--- src/rtl/ttfir_cfg_ctrl.sv ---
// Configuration sequencer for the ttfir datapath: receives serial coefficient frames,
// checks even parity, commits coefficients atomically, flushes the delay line, then enables filtering.
module ttfir_cfg_ctrl #(
  parameter int N_TAPS  = 2,
  parameter int BW_coef = 4
) (
  input  logic                      i_clk,
  input  logic                      i_rst_n,
  input  logic                      i_cfg_mode,
  input  logic                      i_cfg_valid,
  input  logic                      i_cfg_bit,
  output logic [N_TAPS*BW_coef-1:0] o_coef_flat,
  output logic                      o_fir_en,
  output logic                      o_fir_clr,
  output logic                      o_cfg_done,
  output logic                      o_cfg_err
);

  localparam int L  = N_TAPS*BW_coef + 1;
  localparam int CW = $clog2(L+1);
  localparam int FW = $clog2(N_TAPS+1);

  typedef enum logic [2:0] {S_IDLE, S_LOAD, S_CHECK, S_FLUSH, S_RUN} state_t;

  state_t                    r_state;
  state_t                    w_next;
  logic [L-1:0]              r_shift;
  logic [CW-1:0]             r_count;
  logic [FW-1:0]             r_flush;
  logic                      r_mode_q;
  logic                      r_loaded;
  logic [N_TAPS*BW_coef-1:0] r_coef;
  logic                      r_fir_en;
  logic                      r_fir_clr;
  logic                      r_done;
  logic                      r_err;

  logic w_start;
  logic w_last;
  logic w_parity_ok;

  assign w_start     = i_cfg_mode & ~r_mode_q;
  assign w_last      = i_cfg_valid && (r_count == CW'(L-1));
  assign w_parity_ok = ~^r_shift;

  always_comb begin
    w_next = r_state;
    case (r_state)
      S_IDLE:  if (w_start) w_next = S_LOAD;
      // Completion of the frame takes priority over a simultaneous abort.
      S_LOAD: begin
        if (w_last)           w_next = S_CHECK;
        else if (!i_cfg_mode) w_next = r_loaded ? S_RUN : S_IDLE;
      end
      S_CHECK: w_next = w_parity_ok ? S_FLUSH : (r_loaded ? S_RUN : S_IDLE);
      S_FLUSH: if (r_flush == FW'(N_TAPS)) w_next = S_RUN;
      S_RUN:   if (w_start) w_next = S_LOAD;
      default: w_next = S_IDLE;
    endcase
  end

  always_ff @(posedge i_clk or negedge i_rst_n) begin
    if (!i_rst_n) r_state <= S_IDLE;
    else          r_state <= w_next;
  end

  // Enable and clear are decoded from the next state so they line up with the state register.
  always_ff @(posedge i_clk or negedge i_rst_n) begin
    if (!i_rst_n) begin
      r_shift   <= '0;
      r_count   <= '0;
      r_flush   <= '0;
      r_mode_q  <= 1'b0;
      r_loaded  <= 1'b0;
      r_coef    <= '0;
      r_fir_en  <= 1'b0;
      r_fir_clr <= 1'b0;
      r_done    <= 1'b0;
      r_err     <= 1'b0;
    end else begin
      r_mode_q  <= i_cfg_mode;
      r_fir_en  <= (w_next == S_RUN);
      r_fir_clr <= (w_next == S_FLUSH);
      case (r_state)
        S_IDLE, S_RUN: begin
          if (w_start) begin
            r_count <= '0;
            r_shift <= '0;
            r_done  <= 1'b0;
            r_err   <= 1'b0;
          end
        end
        S_LOAD: begin
          if (w_last || (i_cfg_mode && i_cfg_valid)) begin
            r_shift <= {r_shift[L-2:0], i_cfg_bit};
            r_count <= r_count + 1'b1;
          end else if (!i_cfg_mode) begin
            r_err <= 1'b1;
          end
        end
        S_CHECK: begin
          if (w_parity_ok) begin
            r_coef   <= r_shift[L-1:1];
            r_done   <= 1'b1;
            r_loaded <= 1'b1;
            r_flush  <= FW'(1);
          end else begin
            r_err <= 1'b1;
          end
        end
        S_FLUSH: r_flush <= r_flush + 1'b1;
        default: ;
      endcase
    end
  end

  assign o_coef_flat = r_coef;
  assign o_fir_en    = r_fir_en;
  assign o_fir_clr   = r_fir_clr;
  assign o_cfg_done  = r_done;
  assign o_cfg_err   = r_err;

endmodule

--- config.mk ---
export PLATFORM = sky130hd
export DESIGN_NAME = ttfir_cfg_ctrl
export DESIGN_NICKNAME = d
export VERILOG_FILES = /design/src/rtl/ttfir_cfg_ctrl.sv
export SDC_FILE = /design/constraint.sdc
export NUM_CORES = 1
export LEC_CHECK = 0
export ABC_AREA = 1
export CAP_MARGIN = 30
export CORE_UTILIZATION = 55
export CTS_CLUSTER_SIZE = 10
export DETAILED_ROUTE_END_ITERATION = 7
export GPL_TIMING_DRIVEN = 0
export PLACE_DENSITY_LB_ADDON = 0.05
export SLEW_MARGIN = 20
export SYNTH_ARGS = -nofsm -noshare
export SYNTH_HDL_FRONTEND = slang
export SYNTH_SLANG_ARGS = --single-unit
--- constraint.sdc ---
create_clock -name i_clk -period 4.1 [get_ports i_clk]
set_input_delay 0.615 -clock i_clk [delete_from_list [all_inputs] [get_ports i_clk]]
set_output_delay 0.615 -clock i_clk [all_outputs]
set_load 0.02 [all_outputs]
== Yosys cells after proc, flatten, opt, wreduce, memory -nomap -nowiden ==
Index checks and enable logic that the tools add are counted.
Storage, ports and cells
  register bits after elaboration: 32
  bits of input ports: 5
  output and inout bits: 12
  logic and storage cells: 66
Cells by class
  add/sub/neg operators: 2
  equality and inequality tests: 14
  mux-type cells: 22
  bitwise logic cells: 2
  reductions and logical operators: 15
Operator list (count)
  two-way mux 3 bit: 6
  two-way mux 9 bit: 2
  one-hot mux 9 bit (2 select lines): 1
  one-hot mux 3 bit (4 select lines): 1
  != test 2 bit, second input constant: 5
  equality test 3 x 2 -> 1 bit, second input constant: 3
  XNOR reduction 9 bit: 1
  two-way mux 4 bit: 2
  one-hot mux 4 bit (2 select lines): 1
  equality test 3 bit, second input constant: 2
  AND reduction 3 bit: 2
  nonzero test 2 bit: 3
  two-way mux 1 bit: 5
  AND reduction 5 bit: 1
  adder 4 x 1 -> 4 bit, second input constant: 1
  equality test 4 bit, second input constant: 1
  one-hot mux 2 bit (2 select lines): 1
  AND reduction 2 bit: 2
  equality test 3 x 1 -> 1 bit, second input constant: 1
  logical NOT 3 bit: 1
  one-hot mux 1 bit (3 select lines): 1
  nonzero test 3 bit: 1
  adder 2 x 1 -> 2 bit, second input constant: 1
  equality test 2 bit, second input constant: 1
  other kinds (8): 9

== Logic depth before layout (Yosys ltp) ==
Gate-level depths: netlist (run 1).
  depth in word-level cells: 5
  gate-level depth with buffers: 12
  depth with buffers taken out: 12

== Worst setup path after synthesis (run 1) ==
Ideal clock, no wire load.
  path type: input to register
  start: input port i_cfg_valid
  end: register r_shift[1]
  setup time: 127 ps
  arrival time: 1401 ps
  data required time: 3973 ps
  path slack: 2572 ps
  stages: 8
  path buffers: 1
  cells stage by stage: nand4_1 nand2_1 nand2_4 inv_4 nor2_4 nor2_4 buf_6 o22ai_1
On the way
  word-level cells in the longest chain between the ends: 4
  elaborated cells between the ends (all ways): 5
  those cells by class: eq/ne: 1; reduce/logical: 4
Ends and longest elaborated chain
  start, declared: line 10  | input logic i_cfg_valid,
  logical AND 1 bit (on tied branches): line 43, 94
  logical OR 1 bit (*): line 94  | if (w_last || (i_cfg_mode && i_cfg_valid)) begin
  != test 2 bit (no source line) (*)
  AND reduction 3 bit (no source line) (*)
  end signal, assigned: line 95  | r_shift <= {r_shift[L-2:0], i_cfg_bit};
  end, declared: line 27  | logic [L-1:0] r_shift;
Every way passes the cells marked *; elsewhere a longest branch is shown, timed or not.
A chain may end at the register's enable or synchronous reset.

== Worst setup path after layout (run 1) ==
  start: input port i_cfg_mode
  end: register r_count[2]
On the way
  word-level cells in the longest chain between the ends: 4
  elaborated cells between the ends (all ways): 6
  those cells by class: eq/ne: 2; bitwise: 1; reduce/logical: 3
Ends and longest elaborated chain
  start, declared: line 9  | input logic i_cfg_mode,
  logical AND 1 bit: line 94
  logical OR 1 bit: line 94
  != test 2 bit (no source line)
  AND reduction 3 bit (no source line) (*)
  end signal, assigned: line 96  | r_count <= r_count + 1'b1;
  end, declared: line 28  | logic [CW-1:0] r_count;
Marks and branches as above.

==> impl_metrics.ini, run 1 <==
[timing]
setup_tns_ps = 0
final.min_clock_period_ps = 1970
slew_violations = 0
skew_ps = 15.0
setup_viol = 0
relSlewSlack_pct = 52.4
worstMarginPinSlew_ps = 715
fmax_mhz = 507
rsz0062_at_grt = no
hold_ws_ps = 324
timing.final.crit_share_pct = 48.1
hold_viol = 0

[job]
cap_violations = 0

[critical_path]
crit_family = buffers and inverters
crit_path_top_delay_cell = clkdlybuf4s50_1
crit_type = primary input to flip-flop
path_buf_inv = 3
slowest_delay_ps = 570
end_kind = flip-flop
required_ps = 4310
worstPathMaxFanout = 6
worstPathArrival_ps = 2190
worstPathCellList = clkdlybuf4s50_1 -> inv_1 -> o21ai_0 -> inv_1 -> nor2_4 -> nand2_1 -> nand2_1 -> a21oi_1
startpoint_type = primary input

[synth]
syn_nets = 191
syn_avg_cell_area_um2 = 8.67
synth_cell_types = 26
yosys_warnings = 0
ys_ff_latch = 32
synthCells = 183
seq_area_frac_synth_pct = 50.5
syn-cell-area_mm2 = 0.00159

[cts]
ctsResizeCount = 0
cts_tree = built
cts_hold_buf = 0
cts_root_buf = clkbuf_4
cts_buffer_depth = 2
htreeDepth = 2
cts_buffers = 5
clk_latency_ps = 330
post_cts_buffers = 0
clkSlewWorstSetupHoldPaths_ps = 100
clock-sinks = 32

[final_layout]
final_cell_mix = 60 x nand2_1, 32 x dfrtp_1, 17 x inv_1, 15 x clkdlybuf4s50_1
layout_commonest_cell = nand2_1
area_growth_pct = 15.1
register_area_um2 = 801
fin_nets = 214
antennaDiodeCount = 0
multi_input_area_um2 = 652
nFillCells = 239
drive_gt1_share_pct = 18.0

[routing]
dr.pass1.iters = 4
route.detailed.drc = 0
drt-initial-drc-count = 58
via_per_inst = 5.52
wl_mm = 3.04
num_vias = 1308
wl_per_cell_um = 12.8
drtAntennaViolNets = 0

[run_status]
status = complete, no violations

[floorplanning]
num_rows = 19
die_w_um = 55.7
die_h_um = 55.7
dieArea_mm2 = 0.00310
ioPinCount = 17
start_util_pct = 58.0
core_area_mm2 = 0.00273

[power_and_ir_drop]
worst_ir_drop_vdd_v = 0.000425
power_leakage_uw = 0.000937
power.density_mw_per_mm2 = 460

[global_route]
grt_overflow = 0
grt_pass1_wl_mm = 5.33
grt_max_degree = 33
grt_use_total_pct = 22.8
grt_pass1_vias = 1219
antenna_found_initial = 0

[place]
dp_hpwl_mm = 2.20
numPortBuffers = 16
place_congestion = 0.800

[min_path]
hp-class = primary input to asynchronous set/reset pin
path summary, 6_finish.rpt:
check | depth (start not counted) | start | to | slack, ps
min reg2reg | 2 | o_cfg_err$_DFFE_PN0P_ | o_cfg_err$_DFFE_PN0P_ | 480
max | 8 | i_cfg_mode | r_count[2]$_DFFE_PN0P_ | 2130
max reg2reg | 11 | r_count[0]$_DFFE_PN0P_ | r_count[2]$_DFFE_PN0P_ | 2300
min in group i_clk | 2 | o_cfg_err$_DFFE_PN0P_ | o_cfg_err$_DFFE_PN0P_ | 480
max in group asynchronous | 1 | i_rst_n | r_count[2]$_DFFE_PN0P_ | 3310
min | 1 | i_rst_n | o_coef_flat[3]$_DFFE_PN0P_ | 320
state kept, by name, summed over array words and instances, names as in the netlist, 2 cells and up:
register and flops:
o_coef_flat 8, r_flush 2, r_state 3, r_count 4, r_shift 9
report_power, final:
part | total [uW] | internal (uW) | switching (uW)
logic | 287 | 108 | 179
clock network | 167 | 63.1 | 104
registers | 386 | 356 | 29.8
synthesized netlist by cell type:
cell       number  area share [%]
nand2_1        60              14
dfrtp_1        32              50
inv_1          17             4.0
nand3_1         9             2.8
o22ai_1         9             3.5
inv_2           8             1.9
o21ai_2         7             3.9
nor2_1          6             1.4
nand2_2         4             1.6
o21ai_0         4             1.3
buf_6           3             2.1
ha_1            3             2.4
nand4_1         3             1.2
a21oi_1         2            0.63
nand2_4         2             1.4
nand3_2         2             1.3
nand3b_1        2            0.95
nor2_4          2             1.4
inv_4           1            0.39
nor3_1          1            0.32
o2111ai_1       1            0.55
o211ai_1        1            0.47
o21ai_1         1            0.32
o221ai_1        1            0.55
or2_2           1            0.39
xor2_1          1            0.55
per-stage QoR:
stage	instance area [um2]	utilization [%]	instances	power, uW	setup WS, ps
after global routing	1830	66.8	237	897	2050
after detailed placement	1780	65.1	230	678	1800
after CTS	1830	66.8	237	845	2150
after floorplan	1590	-	183	602	2570
final	1830	66.8	237	840	2130
after global placement	1790	65.3	230	668	1840
final cells by class:
cell class | count | area share (%)
clock buffers | 6 | 2.26
well taps | 31 | 2.12
multi-input cells | 122 | 35.7
plain buffers | 3 | 1.85
inverters | 26 | 5.48
clock inverters | 1 | 0.274
repair buffers | 16 | 8.49
flip-flops and latches | 32 | 43.8
cells by family (layout without fill, tap and decap cells):
| kind of cell | count (synthesis) | after routing | synth area share, % |
|---|---|---|---|
| simple gates | 92 | 92 | 27.0 |
| buf+inv | 29 | 52 | 8.44 |
| compound gates | 26 | 26 | 11.2 |
| fa+ha+maj | 3 | 3 | 2.37 |
| xor+xnor | 1 | 1 | 0.552 |
| flops | 32 | 32 | 50.5 |
metal layers:
layer / up-vias / GRT usage, % / routed length (um)
met5: - / 0 / 0
met4: 0 / 10.0 / 51
met3: 7 / 7.21 / 165
met2: 37 / 39.1 / 1500
met1: 629 / 26.1 / 1320
li1: 635 / - / -
(Power assumes the default switching activity.)
==> run 2: changes to the inputs <==
Clock period 4.1 ns to 1.9 ns, I/O delays scaled along.
==> run 2 against run 1 <==
Non-clock buffer count up 2. Largest cell class unchanged. Combinational power up 120%. Flip-flop and latch count unchanged. Clock-buffer cell count unchanged. Setup slack worse by 1900 ps. First-iteration DRC count up 16%. Largest power group unchanged. Critical endpoint unchanged. Clock skew up 3.4 ps.
==> impl_metrics.ini, run 2 (same netlist as run 1, synthesis figures left out) <==
[final_layout]
fin_nets = 216
largest_reg_flops = 9
layout_commonest_cell = nand2_1
area_growth_pct = 16.4
antennaDiodeCount = 0
final_cell_mix = 59 x nand2_1, 32 x dfrtp_1, 17 x inv_1, 15 x clkdlybuf4s50_1
top_register = r_shift
drive_gt1_share_pct = 18.8

[place]
place_congestion = 0.800
numPortBuffers = 16
dp_hpwl_mm = 2.20
pre_cts_slack_ps = -70.2

[floorplanning]
dieArea_mm2 = 0.00310
ioPinCount = 17
core_area_mm2 = 0.00273
num_rows = 19
die_w_um = 55.7
die_h_um = 55.7
start_util_pct = 58.0

[global_route]
grt_overflow = 0
grt_pass1_vias = 1219
grt_pass1_wl_mm = 5.33
grt_use_total_pct = 22.8
grt_max_degree = 33
antenna_found_initial = 0

[routing]
dr.pass1.iters = 4
route.detailed.drc = 0
met1Wirelength_mm = 1.34
top_layer_used = met4
num_vias = 1297
routed-wl-met3_um = 165
wl_mm = 3.04
wl_per_cell_um = 12.7
drtAntennaViolNets = 0
met2WireLength_mm = 1.47
drt-initial-drc-count = 67
via_per_inst = 5.43

[timing]
slew_violations = 0
worstMarginPinSlew_ps = 715
fin_ws_ps = 236
fmax_mhz = 601
relSlewSlack_pct = 52.3
timing.final.crit_share_pct = 87.6
setup_viol = 0
final.min_clock_period_ps = 1660
hold_viol = 0
skew_ps = 18.4
rsz0062_at_grt = no
setup_tns_ps = 0

[cts]
clk_latency_ps = 340
cts_buffer_depth = 2
cts_tree = built
cts_root_buf = clkbuf_4
cts_buffers = 5
clock-sinks = 32
clkSlewWorstSetupHoldPaths_ps = 80
htreeDepth = 2

[critical_path]
required_ps = 2110
path_buf_inv = 2
crit_type = flip-flop to flip-flop
crit_path_top_delay_cell = dfrtp_1
end_kind = flip-flop
worstPathArrival_ps = 1880
crit_family = simple AND/OR/NAND/NOR gates
slowest_delay_ps = 430
startpoint_type = flip-flop
worstPathCellList = inv_1 -> ha_1 -> nand4_1 -> nand2_2 -> nand2_4 -> inv_4 -> nor2_4 -> nor2_4 -> nand2_1 -> nand2_1 -> a21oi_1
worstPathMaxFanout = 9

[job]
cap_violations = 0

[power_and_ir_drop]
worst_ir_drop_vdd_v = 0.000919
power.density_mw_per_mm2 = 985
power_leakage_uw = 0.000945
power.internal_uw = 1140
pwr-share-clk_pct = 20.1
comb_power_share_pct = 34.1
seqPwrFrac_pct = 45.8
switching_share_pct = 37.4
switchingPower_uw = 680

[run_status]
status = complete, no violations

[min_path]
hp-class = flip-flop to flip-flop
[run 2: cell type report]
cell class                 instances  area, um2
multi-input combinational        122        654
clock buffer                       6       41.3
tap                               31       38.8
buffer                             3       33.8
timing repair buffer              18        173
fill                             237        887
sequential                        32        801
inverter                          26        100
clock inverter                     1       5.00
[run 2: routing by layer]
metal	up-vias	track usage (%)
li1	641	-
met1	617	26.1
met2	32	39.1
met3	7	7.21
met4	0	10.0
met5	-	0
[run 2: worst paths after layout]
kind	from	end	slack [ps]	cells past startpoint
setup / recovery	r_count[0]$_DFFE_PN0P_	r_count[2]$_DFFE_PN0P_	240	11
hold / removal	o_cfg_err$_DFFE_PN0P_	o_cfg_err$_DFFE_PN0P_	480	2
setup reg to reg	r_count[0]$_DFFE_PN0P_	r_count[2]$_DFFE_PN0P_	240	11
hold reg to reg	o_cfg_err$_DFFE_PN0P_	o_cfg_err$_DFFE_PN0P_	480	2
max in group asynchronous	i_rst_n	r_count[2]$_DFFE_PN0P_	900	2
min in group asynchronous	i_rst_n	o_coef_flat[3]$_DFFE_PN0P_	530	2
[run 2: what timing repair did]
action | in CTS | in global routing
endpoints found under the hold margin | 11 | 0
setup endpoints to repair | 0 | 12
hold buffers | 1 | 0
setup buffers | 0 | 1
gates resized for setup | 0 | 1
[run 2: power groups by stage]
stage / sequential (uW) / clock [uW] / combinational [uW]
final: 833 / 366 / 621
after global routing: 847 / 399 / 690
after CTS: 834 / 371 / 620
after detailed placement: 847 / 0 / 616
after global placement: 842 / 0 / 599
after floorplan: 858 / 0 / 442
[run 2: through the flow]
| step | total power [uW] | area (um2) | hold WS, ps | util (%) | instances |
|---|---|---|---|---|---|
| 6_report | 1820 | 1850 | 485 | 67.6 | 239 |
| 5_1_grt | 1940 | 1850 | 523 | 67.6 | 239 |
| 4_1_cts | 1830 | 1840 | 487 | 67.2 | 238 |
| 3_5_place_dp | 1460 | 1780 | 373 | 65.1 | 230 |
| 3_3_place_gp | 1440 | 1790 | 463 | 65.3 | 230 |
| 2_1_floorplan | 1300 | 1590 | -10.6 | - | 183 |
[run 2: tightest hold or removal path, stage by stage (launching register included)]
cell and delay [ps]:
dfrtp_1 360, nand2_1 60, nand2_1 40
==> run 3: changes to the inputs <==
Settings changed: HOLD_SLACK_MARGIN set to 0.1, SKIP_CTS_REPAIR_TIMING set to 1.
==> run 3 against run 2 <==
Clock skew is essentially flat. Hold slack did not move. Setup slack hardly changed. Highest routed layer unchanged.
==> impl_metrics.ini, run 3 (same netlist as run 1, synthesis figures left out) <==
[run_status]
status = complete, no violations

[critical_path]
required_ps = 2110
slowest_delay_ps = 430
end_kind = flip-flop
r2r_slack_ps = 240
crit_path_start = r_count[0]$_DFFE_PN0P_
startpoint_type = flip-flop
crit_path_top_delay_cell = dfrtp_1
worstPathCellList = inv_1 -> ha_1 -> nand4_1 -> nand2_2 -> nand2_4 -> inv_4 -> nor2_4 -> nor2_4 -> nand2_1 -> nand2_1 -> a21oi_1
r2r-start = r_count[0]$_DFFE_PN0P_
worstPathArrival_ps = 1880
worstPathMaxFanout = 9
crit_type = flip-flop to flip-flop

[place]
numPortBuffers = 16
place_inst = 230
dp_hpwl_mm = 2.20
place_congestion = 0.800
dpl_cell_area_mm2 = 0.00178

[floorplanning]
core_area_mm2 = 0.00273
dieArea_mm2 = 0.00310
die_h_um = 55.7
num_rows = 19
die_w_um = 55.7
ioPinCount = 17
start_util_pct = 58.0

[timing]
setup_viol = 0
fmax_mhz = 601
worstMarginPinSlew_ps = 716
rsz0062_at_grt = no
slew_violations = 0
setup_tns_ps = 0
timing.final.crit_share_pct = 87.6
skew_ps = 18.4
hold_viol = 0
final.min_clock_period_ps = 1660
relSlewSlack_pct = 52.2

[routing]
route.detailed.drc = 0
wl_per_cell_um = 12.7
dr.pass1.iters = 4
via_per_inst = 5.41
wl_mm = 3.03
drtAntennaViolNets = 0
num_vias = 1292
drt-initial-drc-count = 72

[global_route]
grt_pass1_wl_mm = 5.33
grt_pass1_vias = 1219
grt_overflow = 0
grt_use_total_pct = 22.8
antenna_found_initial = 0
grt_max_degree = 33

[cts]
clk_latency_ps = 340
clkSlewWorstSetupHoldPaths_ps = 80
cts_buffer_depth = 2
htreeDepth = 2
cts_root_buf = clkbuf_4
cts_tree = built
cts_buffers = 5
clock-sinks = 32

[final_layout]
fin_nets = 216
largest_reg_flops = 9
top_register = r_shift
final_area_mm2 = 0.00185
area_growth_pct = 16.4
final_cells = 239
antennaDiodeCount = 0
final_cell_mix = 59 x nand2_1, 32 x dfrtp_1, 17 x inv_1, 15 x clkdlybuf4s50_1
layout_commonest_cell = nand2_1
drive_gt1_share_pct = 18.8
fin_util_pct = 67.6

[min_path]
hp-start = o_cfg_err$_DFFE_PN0P_
hp-class = flip-flop to flip-flop

[power_and_ir_drop]
worst_ir_drop_vdd_v = 0.000919
power_leakage_uw = 0.000945
p_total_uw = 1820
power.density_mw_per_mm2 = 985

[job]
cap_violations = 0
[run 3: cell counts in the layout (fill, tap and decap cells not counted)]
Identical to the previous run, type by type.
[run 3: final timing paths]
check,cells past startpoint,endpoint
setup / recovery,11,r_count[2]$_DFFE_PN0P_
hold / removal,2,o_cfg_err$_DFFE_PN0P_
setup reg to reg,11,r_count[2]$_DFFE_PN0P_
hold reg to reg,2,o_cfg_err$_DFFE_PN0P_
max in group asynchronous,2,r_count[2]$_DFFE_PN0P_
min in group asynchronous,2,o_coef_flat[3]$_DFFE_PN0P_
[run 3: critical path: cells and delay by family, from the launching register on]
family                     cells  cell delay (ps)
and+or+nand+nor                7              770
DFF                            1              430
buffers and inverters          2              180
adders and majority gates      1              150
AOI/OAI and AO/OA              1               40
[run 3: cell type report]
type / count / area [um2]
fill: 237 / 887
sequential: 32 / 801
multi-input combinational: 122 / 654
timing repair buffer: 18 / 173
inverter: 26 / 100
clock buffer: 6 / 41.3
tap: 31 / 38.8
buffer: 3 / 33.8
clock inverter: 1 / 5.00
[run 3: power breakdown]
part	total (uW)	leakage, uW	switching, uW	internal (uW)
clock	366	0.0000281	229	136
combinational	621	0.000478	387	234
sequential	833	0.000438	64.1	769
total	1820	0.000945	680	1140
[run 3: per-stage QoR]
| stage | setup slack, ps | hold WS, ps |
|---|---|---|
| floorplan | 394 | -10.6 |
| global placement | -26.7 | 463 |
| detailed placement | -70.2 | 373 |
| CTS | 101 | -1.99 |
| global route | 58.1 | 523 |
| finish | 236 | 485 |
[run 3: metal layers]
layer  vias to the layer above  track usage (%)  share of wire (%)
met5                         -                0                  0
met4                         0             10.0                1.7
met3                         7             7.21                5.4
met2                        31             39.1                 49
met1                       613             26.1                 44
li1                        641                -                  -
